### src/rtl/alu_pkg.sv
// Shared definitions for the ALU and the blocks that sequence it:
// ALU operation codes, flag bit positions and the multiplier sequencer states.
package alu_pkg;

  localparam int XLEN_DEFAULT = 32;

  // ALU operation select codes
  localparam logic [2:0] ALU_ADD    = 3'd0;
  localparam logic [2:0] ALU_SUB    = 3'd1;
  localparam logic [2:0] ALU_AND    = 3'd2;
  localparam logic [2:0] ALU_LSHIFT = 3'd3;

  // Bit positions inside a result-flag vector
  localparam int ZERO = 0;
  localparam int SIGN = 1;
  localparam int FLAG_W = 2;

  // Multiplier sequencer states
  typedef enum logic [1:0] {
    IDLE = 2'd0,
    RUN  = 2'd1,
    DONE = 2'd2
  } seqStateT;

endpackage

### src/rtl/alu_mul_sequencer_alu.sv
// Purely combinational ALU shared by the execute stage and the multiplier
// sequencer. The operation is chosen by AluControl; shifts use the low five
// bits of scrB as the shift amount.
module ALU
  import alu_pkg::*;
#(
  parameter int XLEN = XLEN_DEFAULT
) (
  input  logic [XLEN-1:0] scrA,
  input  logic [XLEN-1:0] scrB,
  input  logic [2:0]      AluControl,
  output logic [XLEN-1:0] ALUresult
);

  // Select the result for the requested operation; unknown codes yield zero
  always_comb begin
    ALUresult = '0;
    case (AluControl)
      ALU_ADD:    ALUresult = scrA + scrB;
      ALU_SUB:    ALUresult = scrA - scrB;
      ALU_AND:    ALUresult = scrA & scrB;
      ALU_LSHIFT: ALUresult = scrA << scrB[4:0];
      default:    ALUresult = '0;
    endcase
  end

endmodule

### src/rtl/alu_mul_sequencer.sv
// Shift-and-add multiplier controller producing the low XLEN bits of
// opA_i * opB_i. One multiplier bit is consumed per cycle; the loop ends as
// soon as the remaining multiplier bits are all zero, so short multipliers
// finish early. The adder and the multiplicand shifter are two ALU instances
// with their operation tied off.
//
// Handshake: start_i is a request sampled only while IDLE (and only when
// flush_i is low); busy_o stays high from the accepting edge until the edge
// that leaves DONE, and done_o pulses for exactly the one DONE cycle, during
// which product_o/zero_o/sign_o are already valid. Those results are held
// until the next completion. flush_i aborts RUN without a done_o pulse.
module alu_mul_sequencer
  import alu_pkg::*;
#(
  parameter int XLEN = XLEN_DEFAULT
) (
  input  logic            clk,
  input  logic            rst_n,
  input  logic            start_i,
  input  logic            flush_i,
  input  logic [XLEN-1:0] opA_i,
  input  logic [XLEN-1:0] opB_i,
  output logic            busy_o,
  output logic            done_o,
  output logic [XLEN-1:0] product_o,
  output logic            zero_o,
  output logic            sign_o,
  output seqStateT        dbgState
);

  seqStateT          state;
  logic [XLEN-1:0]   mcand;
  logic [XLEN-1:0]   mplier;
  logic [XLEN-1:0]   acc;
  logic [FLAG_W-1:0] flags;
  logic [XLEN-1:0]   addResult;
  logic [XLEN-1:0]   shlResult;

  // Constant shift amount of one for the multiplicand shifter
  localparam logic [XLEN-1:0] SHIFT_ONE = {{(XLEN-1){1'b0}}, 1'b1};

  // Accumulator adder: acc + mcand
  ALU #(.XLEN(XLEN)) u_alu_add (
    .scrA       (acc),
    .scrB       (mcand),
    .AluControl (ALU_ADD),
    .ALUresult  (addResult)
  );

  // Multiplicand shifter: mcand << 1
  ALU #(.XLEN(XLEN)) u_alu_shl (
    .scrA       (mcand),
    .scrB       (SHIFT_ONE),
    .AluControl (ALU_LSHIFT),
    .ALUresult  (shlResult)
  );

  // Sequencer FSM with all datapath registers and registered outputs
  always_ff @(posedge clk or negedge rst_n) begin
    if (!rst_n) begin
      state     <= IDLE;
      mcand     <= '0;
      mplier    <= '0;
      acc       <= '0;
      product_o <= '0;
      flags     <= '0;
      busy_o    <= 1'b0;
      done_o    <= 1'b0;
    end else begin
      done_o <= 1'b0;
      case (state)
        IDLE: begin
          // flush_i wins over a simultaneous request
          if (start_i && !flush_i) begin
            mcand  <= opA_i;
            mplier <= opB_i;
            acc    <= '0;
            busy_o <= 1'b1;
            state  <= RUN;
          end
        end
        RUN: begin
          if (flush_i) begin
            // Abort: results and flags keep the last completed value
            busy_o <= 1'b0;
            state  <= IDLE;
          end else if (mplier == '0) begin
            // No multiplier bits left: publish the accumulator
            product_o   <= acc;
            flags[ZERO] <= (acc == '0);
            flags[SIGN] <= acc[XLEN-1];
            done_o      <= 1'b1;
            state       <= DONE;
          end else begin
            if (mplier[0]) begin
              acc <= addResult;
            end
            mcand  <= shlResult;
            mplier <= mplier >> 1;
          end
        end
        DONE: begin
          // Requests arriving here are dropped; the requester retries in IDLE
          busy_o <= 1'b0;
          state  <= IDLE;
        end
        default: begin
          busy_o <= 1'b0;
          state  <= IDLE;
        end
      endcase
    end
  end

  assign zero_o   = flags[ZERO];
  assign sign_o   = flags[SIGN];
  assign dbgState = state;

endmodule

### config.mk
export PLATFORM = sky130hd
export DESIGN_NAME = alu_mul_sequencer
export DESIGN_NICKNAME = d
export VERILOG_FILES = /design/src/rtl/alu_pkg.sv /design/src/rtl/alu_mul_sequencer_alu.sv /design/src/rtl/alu_mul_sequencer.sv
export SDC_FILE = /design/constraint.sdc
export NUM_CORES = 1
export LEC_CHECK = 0
export CORE_UTILIZATION = 50
export DETAILED_ROUTE_END_ITERATION = 12
export GPL_TIMING_DRIVEN = 0
export PLACE_DENSITY = 0.73
export SYNTH_ARGS = -nofsm -noshare
export SYNTH_HDL_FRONTEND = slang
export SYNTH_SLANG_ARGS = --single-unit
export TNS_END_PERCENT = 50
### constraint.sdc
create_clock -name clk -period 3.3 [get_ports clk]
set_input_delay 0.33 -clock clk [delete_from_list [all_inputs] [get_ports clk]]
set_output_delay 0.33 -clock clk [all_outputs]
set_load 0.02 [all_outputs]
# ---- After elaboration in Yosys (flattened, before gate mapping)
# Index checks and enable logic that the tools add are counted.
dict set report classes {
  n_reduce_logical 11
  muxes 23
  n_eq_ne 7
  n_bitwise 1
  add_sub_neg 1
}
# operator n
set ops {}
lappend ops {{2-to-1 mux 32 bit} 10}
lappend ops {{one-hot mux 32 bit (2 select lines)} 3}
lappend ops {{logical NOT 32 bit} 2}
lappend ops {{adder 32 bit} 1}
lappend ops {{!= test 2 bit, second input constant} 5}
lappend ops {{2-to-1 mux 2 bit} 3}
lappend ops {{2-to-1 mux 1 bit} 5}
lappend ops {{AND reduction 5 bit} 1}
lappend ops {{one-hot mux 2 bit (2 select lines)} 1}
lappend ops {{AND reduction 2 bit} 2}
lappend ops {{AND reduction 4 bit} 1}
lappend ops {{!= test 3 bit, second input constant} 1}
lappend ops {{AND reduction 3 bit} 1}
lappend ops {{equality test 2 x 1 -> 1 bit, second input constant} 1}
lappend ops {{logical NOT 2 bit} 1}
lappend ops {{one-hot mux 1 bit (2 select lines)} 1}
lappend ops {{nonzero test 2 bit} 1}
lappend ops {{logical AND 1 bit} 1}
lappend ops {{logical NOT 1 bit} 1}
lappend ops {{inverter 1 bit} 1}
dict set report word_totals {
  wordCells 51
  reg_bits 134
  output_inout_bits 38
}

# ---- Depth between registers and ports, before layout
# Gate-level depths: netlist of run 1.
dict set report depth {
  ltp_word 5
  mapped_depth 13
  ltp_nobuf 13
}

# ---- Hierarchy
# A second synthesis of run 1 with hierarchy kept.
dict set report unflattened {
  hier_cells 1748
  hier_area_um2 15305.9
}
# module n_inst seq_area_each_um2 cells_each area_per_inst_um2
set by_module_without_submodules {}
lappend by_module_without_submodules {alu_mul_sequencer 1 3328.2 454 6134.6}
lappend by_module_without_submodules {{ALU at u_alu_shl} 1 0.0 656 4709.5}
lappend by_module_without_submodules {{ALU at u_alu_add} 1 0.0 638 4461.8}

# ---- Worst setup path after synthesis of run 1
# OpenSTA, ideal clock, no wires.
dict set report synth_timing {
  kind {reg2reg}
  start {register mcand[0]}
  end {register acc[24]}
  slack_ns 0.611
  t_arrival_ns 2.568
  setup_time_ns 0.121
  required_ns 3.179
  n_path_buf 0
  path_stages_with_launch 14
  period_less_slack_ns 2.689
  cell_sequence {dfrtp_1 > ha_1 > inv_1 > fa_1 > nor2b_4 > o31ai_4 > a21oi_2 > a41oi_2 > o21ai_2 > a221o_1 > a21o_1 > a311oi_2 > xnor2_1 > a22o_1}
}
dict set report synth_between {
  elab_chain_cells 5
}
# item line_no
set synth_lines {}
lappend synth_lines {{start, declared} alu_mul_sequencer.sv:32} ;# logic [XLEN-1:0] mcand;
lappend synth_lines {{start signal, assigned} alu_mul_sequencer.sv:75} ;# mcand <= opA_i;
lappend synth_lines {{start signal, assigned} alu_mul_sequencer.sv:98} ;# mcand <= shlResult;
lappend synth_lines {{adder 32 bit} alu_mul_sequencer_alu.sv:19} ;# ALU_ADD: ALUresult = scrA + scrB;
lappend synth_lines {{2-to-1 mux 32 bit} alu_mul_sequencer.sv:95} ;# if (mplier[0]) begin
lappend synth_lines {{2-to-1 mux 32 bit} alu_mul_sequencer.sv:87} ;# end else if (mplier == '0) begin
lappend synth_lines {{2-to-1 mux 32 bit} alu_mul_sequencer.sv:83} ;# if (flush_i) begin
lappend synth_lines {{one-hot mux 32 bit (2 select lines)} alu_mul_sequencer.sv:71} ;# case (state)
lappend synth_lines {{end signal, assigned} alu_mul_sequencer.sv:96} ;# acc <= addResult;
lappend synth_lines {{end, declared} alu_mul_sequencer.sv:34} ;# logic [XLEN-1:0] acc;
# No other way between the ends. The select of a mux whose other input is x is not followed.
# A chain may end at the register's enable or synchronous reset.

# ---- Final worst setup path of run 1
dict set report layout_timing {
  start {register acc[18]}
  end {register acc[31]}
}
dict set report layout_between {
  elab_chain_cells 5
}
# item line_no
set layout_lines {}
lappend layout_lines {{adder 32 bit} alu_mul_sequencer_alu.sv:19}
lappend layout_lines {{2-to-1 mux 32 bit} alu_mul_sequencer.sv:95}
lappend layout_lines {{2-to-1 mux 32 bit} alu_mul_sequencer.sv:87}
lappend layout_lines {{2-to-1 mux 32 bit} alu_mul_sequencer.sv:83}
lappend layout_lines {{one-hot mux 32 bit (2 select lines)} alu_mul_sequencer.sv:71}
# No other way between the ends. The select of a mux whose other input is x is not followed.

==> results of run 1 <==
[kinds of logic (layout without fill, tap and decap cells)]
logic type      after synthesis  count (layout)  share of synthesized area
simple gates                286             286                     0.1732
compound gates              179             179                     0.1777
flops                       133             133                     0.4751
buf+inv                      53             192                    0.02893
mux                          33              33                    0.05305
fa+ha+maj                    32              32                    0.05822
xor+xnor                     27              27                    0.03376
[per-layer routing]
metal,up-vias,GRT usage,part of all wire
met5,-,0,0
met4,0,0.1165,0.024
met3,37,0.05283,0.050
met2,181,0.4059,0.48
met1,2978,0.3360,0.45
li1,2920,-,-
[what timing repair did]
item / in CTS / in global routing
setup buffers: 0 / 0
hold endpoints to repair: 42 / 0
hold buffers: 1 / 0
resized for setup: 0 / 4
setup endpoints to repair: 0 / 12
[per-stage QoR]
stage / util / setup slack, ns / instance area [um2]
global placement: 0.6152 / -3.102 / 8277
floorplan: - / 0.6111 / 7005
CTS: 0.6668 / 0.05147 / 8970
finish: 0.6682 / 0.1997 / 8990
global route: 0.6682 / -0.05796 / 8990
detailed placement: 0.6174 / 0.07376 / 8305
[worst paths after layout]
check	depth (start not counted)	startpoint	end	slack [ns]
max	12	acc[18]	acc[31]	0.20
min	2	rst_n	product_o[10]	0.39
max reg2reg	12	acc[18]	acc[31]	0.20
min reg2reg	1	product_o[20]	product_o[20]	0.48
max in group asynchronous	3	rst_n	product_o[30]	2.14
min in group clk	3	opB_i[10]	mplier[10]	0.47
[final cells by class]
class | count | share of cell area
multi-input combinational | 557 | 0.3887
sequential | 133 | 0.3702
timing repair buffer | 107 | 0.1212
clock buffer | 24 | 0.05692
tap | 176 | 0.02450
buffer | 43 | 0.01837
clock inverter | 8 | 0.01587
inverter | 10 | 0.004175
[registers in the layout (all words and copies together), names as in the netlist]
signal and count:
acc 32, mcand 32, product_o 32, flags 1
done_o 1, busy_o 1, mplier 32, dbgState 2
[power by group through the flow]
stage / Sequential [mW] / Combinational, mW / Clock (mW)
floorplan: 2.32 / 2.42 / 0
global placement: 2.46 / 2.97 / 0
detailed placement: 2.48 / 3.04 / 0
CTS: 2.46 / 3.08 / 2.09
global route: 2.52 / 3.45 / 2.17
finish: 2.47 / 3.13 / 2.07
[critical path, delay by kind of cell (launching register included)]
kind | cells | cell delay [ns]
XOR/XNOR | 1 | 0.24
AND/OR/NAND/NOR | 2 | 0.43
adder cells (fa/ha/maj) | 1 | 0.29
buffers and inverters | 1 | 0.30
AO/OA/AOI/OAI | 7 | 1.32
flip-flops | 1 | 0.42
[layout by cell type (no fill, tap or decap), types with 6 or more instances in the layout]
master,n
ha_1,31
a21o_1,13
nand2_1,155
o21ai_1,8
a31oi_1,63
o31ai_1,7
a22o_1,24
nand4_1,9
o21ai_0,6
nor2_1,80
clkbuf_8,6
mux2_2,14
a21oi_1,27
xor2_1,11
clkbuf_1,40
clkdlybuf4s50_1,104
nor4_1,18
clkbuf_16,17
inv_1,10
dfrtp_1,133
xnor2_1,16
mux2_1,19
==> reports/metrics.cfg, run 1 <==
[outcome]
outcome=complete, no violations

[grt]
first_global_vias=6001
grt_usage=0.2553
antenna_found_initial=0
grt_pass1_wl_um=28840
grt_max_degree=92
grt_overflow_total=0

[detailed_routing]
drt_iter0_markers=387
drc=0
vias=6116
ant_nets=0
drt_pass1_iterations=5
postRouteWirelength_um=17490
detail_route.wl_per_cell_um=16.53
vias_per_cell=5.781

[yosys]
synthFlopType=dfrtp_1
syn-num-nets=843
synthCells=743
yosys.cell_types.count=52
synth_top_area_frac=0.4751
yosys_warnings=0
yosysMostFrequentCell=nand2_1
yosys-top-cells-count=nand2_1 (155), dfrtp_1 (133), nor2_1 (80)
async_reset_ff_frac=1.000
synth_area_leaders=dfrtp_1 (48%), nand2_1 (8.3%), a31oi_1 (5.6%), ha_1 (5.5%), nor2_1 (4.3%)
syn_area_um2=7005
yosysTopAreaCell=dfrtp_1
synth-seq-cells=133
synth_edf_count=0
synth.avg_cell_area_um2=9.429
yosysSeqAreaShare=0.4751

[power_and_ir_drop]
switching_share=0.3737
power.share.clock=0.270
power_frac_comb=0.408
seqPwrFrac=0.322
power.leakage_nw=4.035
power_density_nw_per_um2=851.9
p_switching_mw=2.862
ir_drop_mv=0.4072
p_int_mw=4.796
power_mw=7.658

[run]
drv_cap=0

[timing]
setup_tns_ns=0
slew_violations=0
holdWs_ns=0.3948
hold_viol_final=0
relSlewSlack=0.4402
worst_pin_slew_ns=0.8366
rsz0062_at_grt=true
max_freq_mhz=322.6
skew_ns=0.007728
finalSetupViolations=0
period_share=0.9395
fin_crit_ns=3.100

[floorplanning]
die_w_um=120.4
dieArea_um2=14490
die_h_um=120.4
num_io_pins=106
fp.coreArea_um2=13450
num_rows=42
initial_core_util=0.5207

[placement]
gp_congestion=0.8908
placed_cells=1025
dpl.hpwl_um=12870
io_buffers=105

[cells_and_area]
stdcell_count=1058
area_growth_pct=28.33
regArea_um2=3328
fin_nets=969
fill_cells=1108
drive_gt1_frac=0.06689
multi_input_area_um2=3495
antenna-diode-count=0

[setup_path]
crit_path_frequent_cell=o22ai_1
cp.arrival_ns=3.44
crit_path_end_kind=flip-flop
critPathMaxStageDelay_ns=0.42
cp.required_ns=3.64
start_kind=flip-flop
cp_max_fo=8
crit_chain=ha_1 -> clkbuf_1 -> nand4_1 -> o22ai_1 -> a2111oi_1 -> o311ai_1 -> nand2_1 -> o31ai_2 -> a211oi_2 -> xor2_1 -> a21oi_1 -> o22ai_1
cp_slowest_cell=dfrtp_1
worstSetupPathType=flip-flop to flip-flop

[hold_path]
hold_class=input pin to asynchronous set/reset pin

[clock_tree]
cts_tree=built
cts_buffers=17
clock_latency_ns=0.42
clockBufferDepth=2
htreeDepth=4
clk_pin_slew_ns=0.05
root_buffer=clkbuf_16
cts.sinks=133

(Power assumes the default switching activity.)
==> inputs of run 2 (changes only) <==
--- a/config.mk
+++ b/config.mk
@@ -5,10 +5,12 @@
 export SDC_FILE = /design/constraint.sdc
 export NUM_CORES = 1
 export LEC_CHECK = 0
-export CORE_UTILIZATION = 50
+export CELL_PAD_IN_SITES_DETAIL_PLACEMENT = 0
+export CELL_PAD_IN_SITES_GLOBAL_PLACEMENT = 2
+export CORE_UTILIZATION = 34
 export DETAILED_ROUTE_END_ITERATION = 12
 export GPL_TIMING_DRIVEN = 0
-export PLACE_DENSITY = 0.73
+export PLACE_DENSITY = 0.79
 export SYNTH_ARGS = -nofsm -noshare
 export SYNTH_HDL_FRONTEND = slang
 export SYNTH_SLANG_ARGS = --single-unit
==> run 2 against run 1 <==
  * Combinational power barely moved
  * Design area rose by 0.77%
  * Clock skew fell by 0.0011 ns
  * Clock power fell by 5%
  * Worst hold slack got worse by 0.0030 ns
  * First-iteration DRC count fell by 5.4%
  * Clock-buffer cell count fell by 5
  * Routed wire length rose by 8.4%
  * Critical path type unchanged
==> reports/metrics.cfg, run 2 (same netlist as run 1, synthesis figures left out) <==
[detailed_routing]
drc=0  ; unchanged
drt_iter0_markers=366  ; -5.4%
vias_per_cell=5.181  ; -10%
ant_nets=0  ; unchanged
drt_pass1_iterations=5  ; unchanged
postRouteWirelength_um=18960  ; +8.4%
vias=5963  ; -2.5%
detail_route.wl_per_cell_um=16.47  ; -0.40%

[timing]
fin_ws_ns=0.2605  ; +0.06082 ns
hold_viol_final=0  ; unchanged
period_share=0.9210  ; -0.01843
max_freq_mhz=329.0  ; +2.0%
relSlewSlack=0.4585  ; +0.01828
slew_violations=0  ; unchanged
fin_crit_ns=3.039  ; -0.06082 ns
skew_ns=0.006646  ; -0.001082 ns
finalSetupViolations=0  ; unchanged
worst_pin_slew_ns=0.8093  ; -0.02732 ns

[power_and_ir_drop]
switching_share=0.3851  ; +0.01141
power.leakage_nw=4.010  ; -0.62%
p_switching_mw=2.904  ; +1.5%
power_density_nw_per_um2=832.4  ; -2.3%
seqPwrFrac=0.328  ; +0.006
power_mw=7.540  ; -1.5%
p_int_mw=4.636  ; -3.3%
power.share.clock=0.261  ; -0.009
power_frac_comb=0.411  ; +0.003
ir_drop_mv=0.3672  ; -9.8%

[clock_tree]
cts_tree=built
cts_buffers=17  ; unchanged
htreeDepth=4  ; unchanged
cts.sinks=133  ; unchanged
clockBufferDepth=2  ; unchanged
clock_latency_ns=0.43  ; about the same
clk_pin_slew_ns=0.06  ; about the same
post_cts_buffers=0  ; unchanged
root_buffer=clkbuf_16

[cells_and_area]
fill_cells=1965  ; +77%
regArea_um2=3328  ; unchanged
fin_nets=968  ; -0.10%
antenna-diode-count=0  ; unchanged
layout_commonest_cell=nand2_1
multi_input_area_um2=3495  ; unchanged
area_growth_pct=29.31
final_cell_mix=nand2_1 (155), dfrtp_1 (133), clkdlybuf4s50_1 (104), nor2_1 (80), a31oi_1 (63)
drive_gt1_frac=0.06810  ; +0.001211

[run]
drv_cap=0  ; unchanged

[floorplanning]
die_h_um=145.5  ; +21%
initial_core_util=0.3462  ; -0.1745
dieArea_um2=21180  ; +46%
num_rows=52  ; +24%
die_w_um=145.5  ; +21%
num_io_pins=106  ; unchanged
fp.coreArea_um2=20230  ; +50%

[grt]
grt_overflow_total=0  ; unchanged
first_global_vias=6054  ; +0.88%
grt_max_degree=89  ; -3.3%
antenna_found_initial=0  ; unchanged
grt_pass1_wl_um=31290  ; +8.5%
grt_usage=0.1886  ; -0.06664

[setup_path]
worstSetupPathType=flip-flop to flip-flop
start_kind=flip-flop
r2r_setup_slack_ns=0.26  ; +0.06 ns
reg2reg_depth=12  ; unchanged
crit_path_end_kind=flip-flop
cp_max_fo=7  ; -1
cp.arrival_ns=3.40  ; -0.04 ns
r2r-end=acc[31]
cp.required_ns=3.66  ; +0.02 ns
reg2reg_from=mcand[16]

[outcome]
outcome=complete, no violations

[hold_path]
hold_class=input pin to asynchronous set/reset pin

[placement]
gp_congestion=0.8914  ; about the same
io_buffers=105  ; unchanged
post-place-ws_ns=-0.1870  ; -0.2607 ns
dpl.hpwl_um=14040  ; +9.1%

## run 2: repair_timing
item / CTS / global route
gates resized for setup: 1 / 3
hold buffers: 1 / 0
hold endpoints to repair: 45 / 0
endpoints found under the setup margin: 11 / 3
## run 2: critical path, cell delays in order, from the launching register on
cell       delay (ns)
dfrtp_1          0.44
ha_1             0.31
clkbuf_1         0.18
a21oi_1          0.21
o22ai_1          0.15
a2111oi_1        0.41
o311ai_1         0.17
nand2_1          0.23
o31ai_2          0.14
a211oi_2         0.27
xor2_1           0.23
a21oi_1          0.09
o22ai_1          0.14
## run 2: layer usage
layer  share of wire  vias to the layer above  track usage
met4           0.013                        0      0.06053
met1            0.49                     2892       0.2541
met5               0                        -            0
li1                -                     2923            -
met2            0.46                      126       0.3065
met3           0.036                       22      0.03542
## run 2: power groups by stage
| stage | clock [mW] | combinational, mW | sequential, mW |
|---|---|---|---|
| after floorplan | 0 | 2.42 | 2.32 |
| after global placement | 0 | 3.04 | 2.48 |
| after detailed placement | 0 | 3.07 | 2.49 |
| after CTS | 2.01 | 3.09 | 2.47 |
| after global routing | 2.07 | 3.48 | 2.53 |
| final | 1.97 | 3.10 | 2.47 |
## run 2: how the worst max path moves through the flow
stage	cells after the start	start	slack, ns	endpoint
3_5_place_dp	5	mplier[31]	-0.19	product_o[30]
4_1_cts	12	mcand[16]	0.11	acc[31]
2_1_floorplan	13	mcand[0]	0.61	acc[24]
6_report	12	mcand[16]	0.26	acc[31]
3_3_place_gp	1	rst_n	-3.42	mplier[4]
5_1_grt	12	mcand[16]	-0.01	acc[31]
## run 2: layout make-up
| cell class | instances | area share |
|---|---|---|
| plain buffers | 42 | 0.01782 |
| clock buffers | 19 | 0.05000 |
| clock inverters | 13 | 0.01727 |
| inverters | 10 | 0.004144 |
| multi-input cells | 557 | 0.3858 |
| flip-flops and latches | 133 | 0.3674 |
| well taps | 270 | 0.03729 |
| repair buffers | 107 | 0.1203 |
## run 2: stage by stage
stage	cell area, um2	util	TNS (ns)	cells	hold slack [ns]
2_1_floorplan	7005	-	0	743	0.03441
3_3_place_gp	8394	0.4149	-454.01	1118	0.4671
3_5_place_dp	8423	0.4163	-1.586	1119	0.2845
4_1_cts	9051	0.4473	0	1152	0.4048
5_1_grt	9059	0.4477	-0.01119	1151	0.4455
6_report	9059	0.4477	0	1151	0.3918
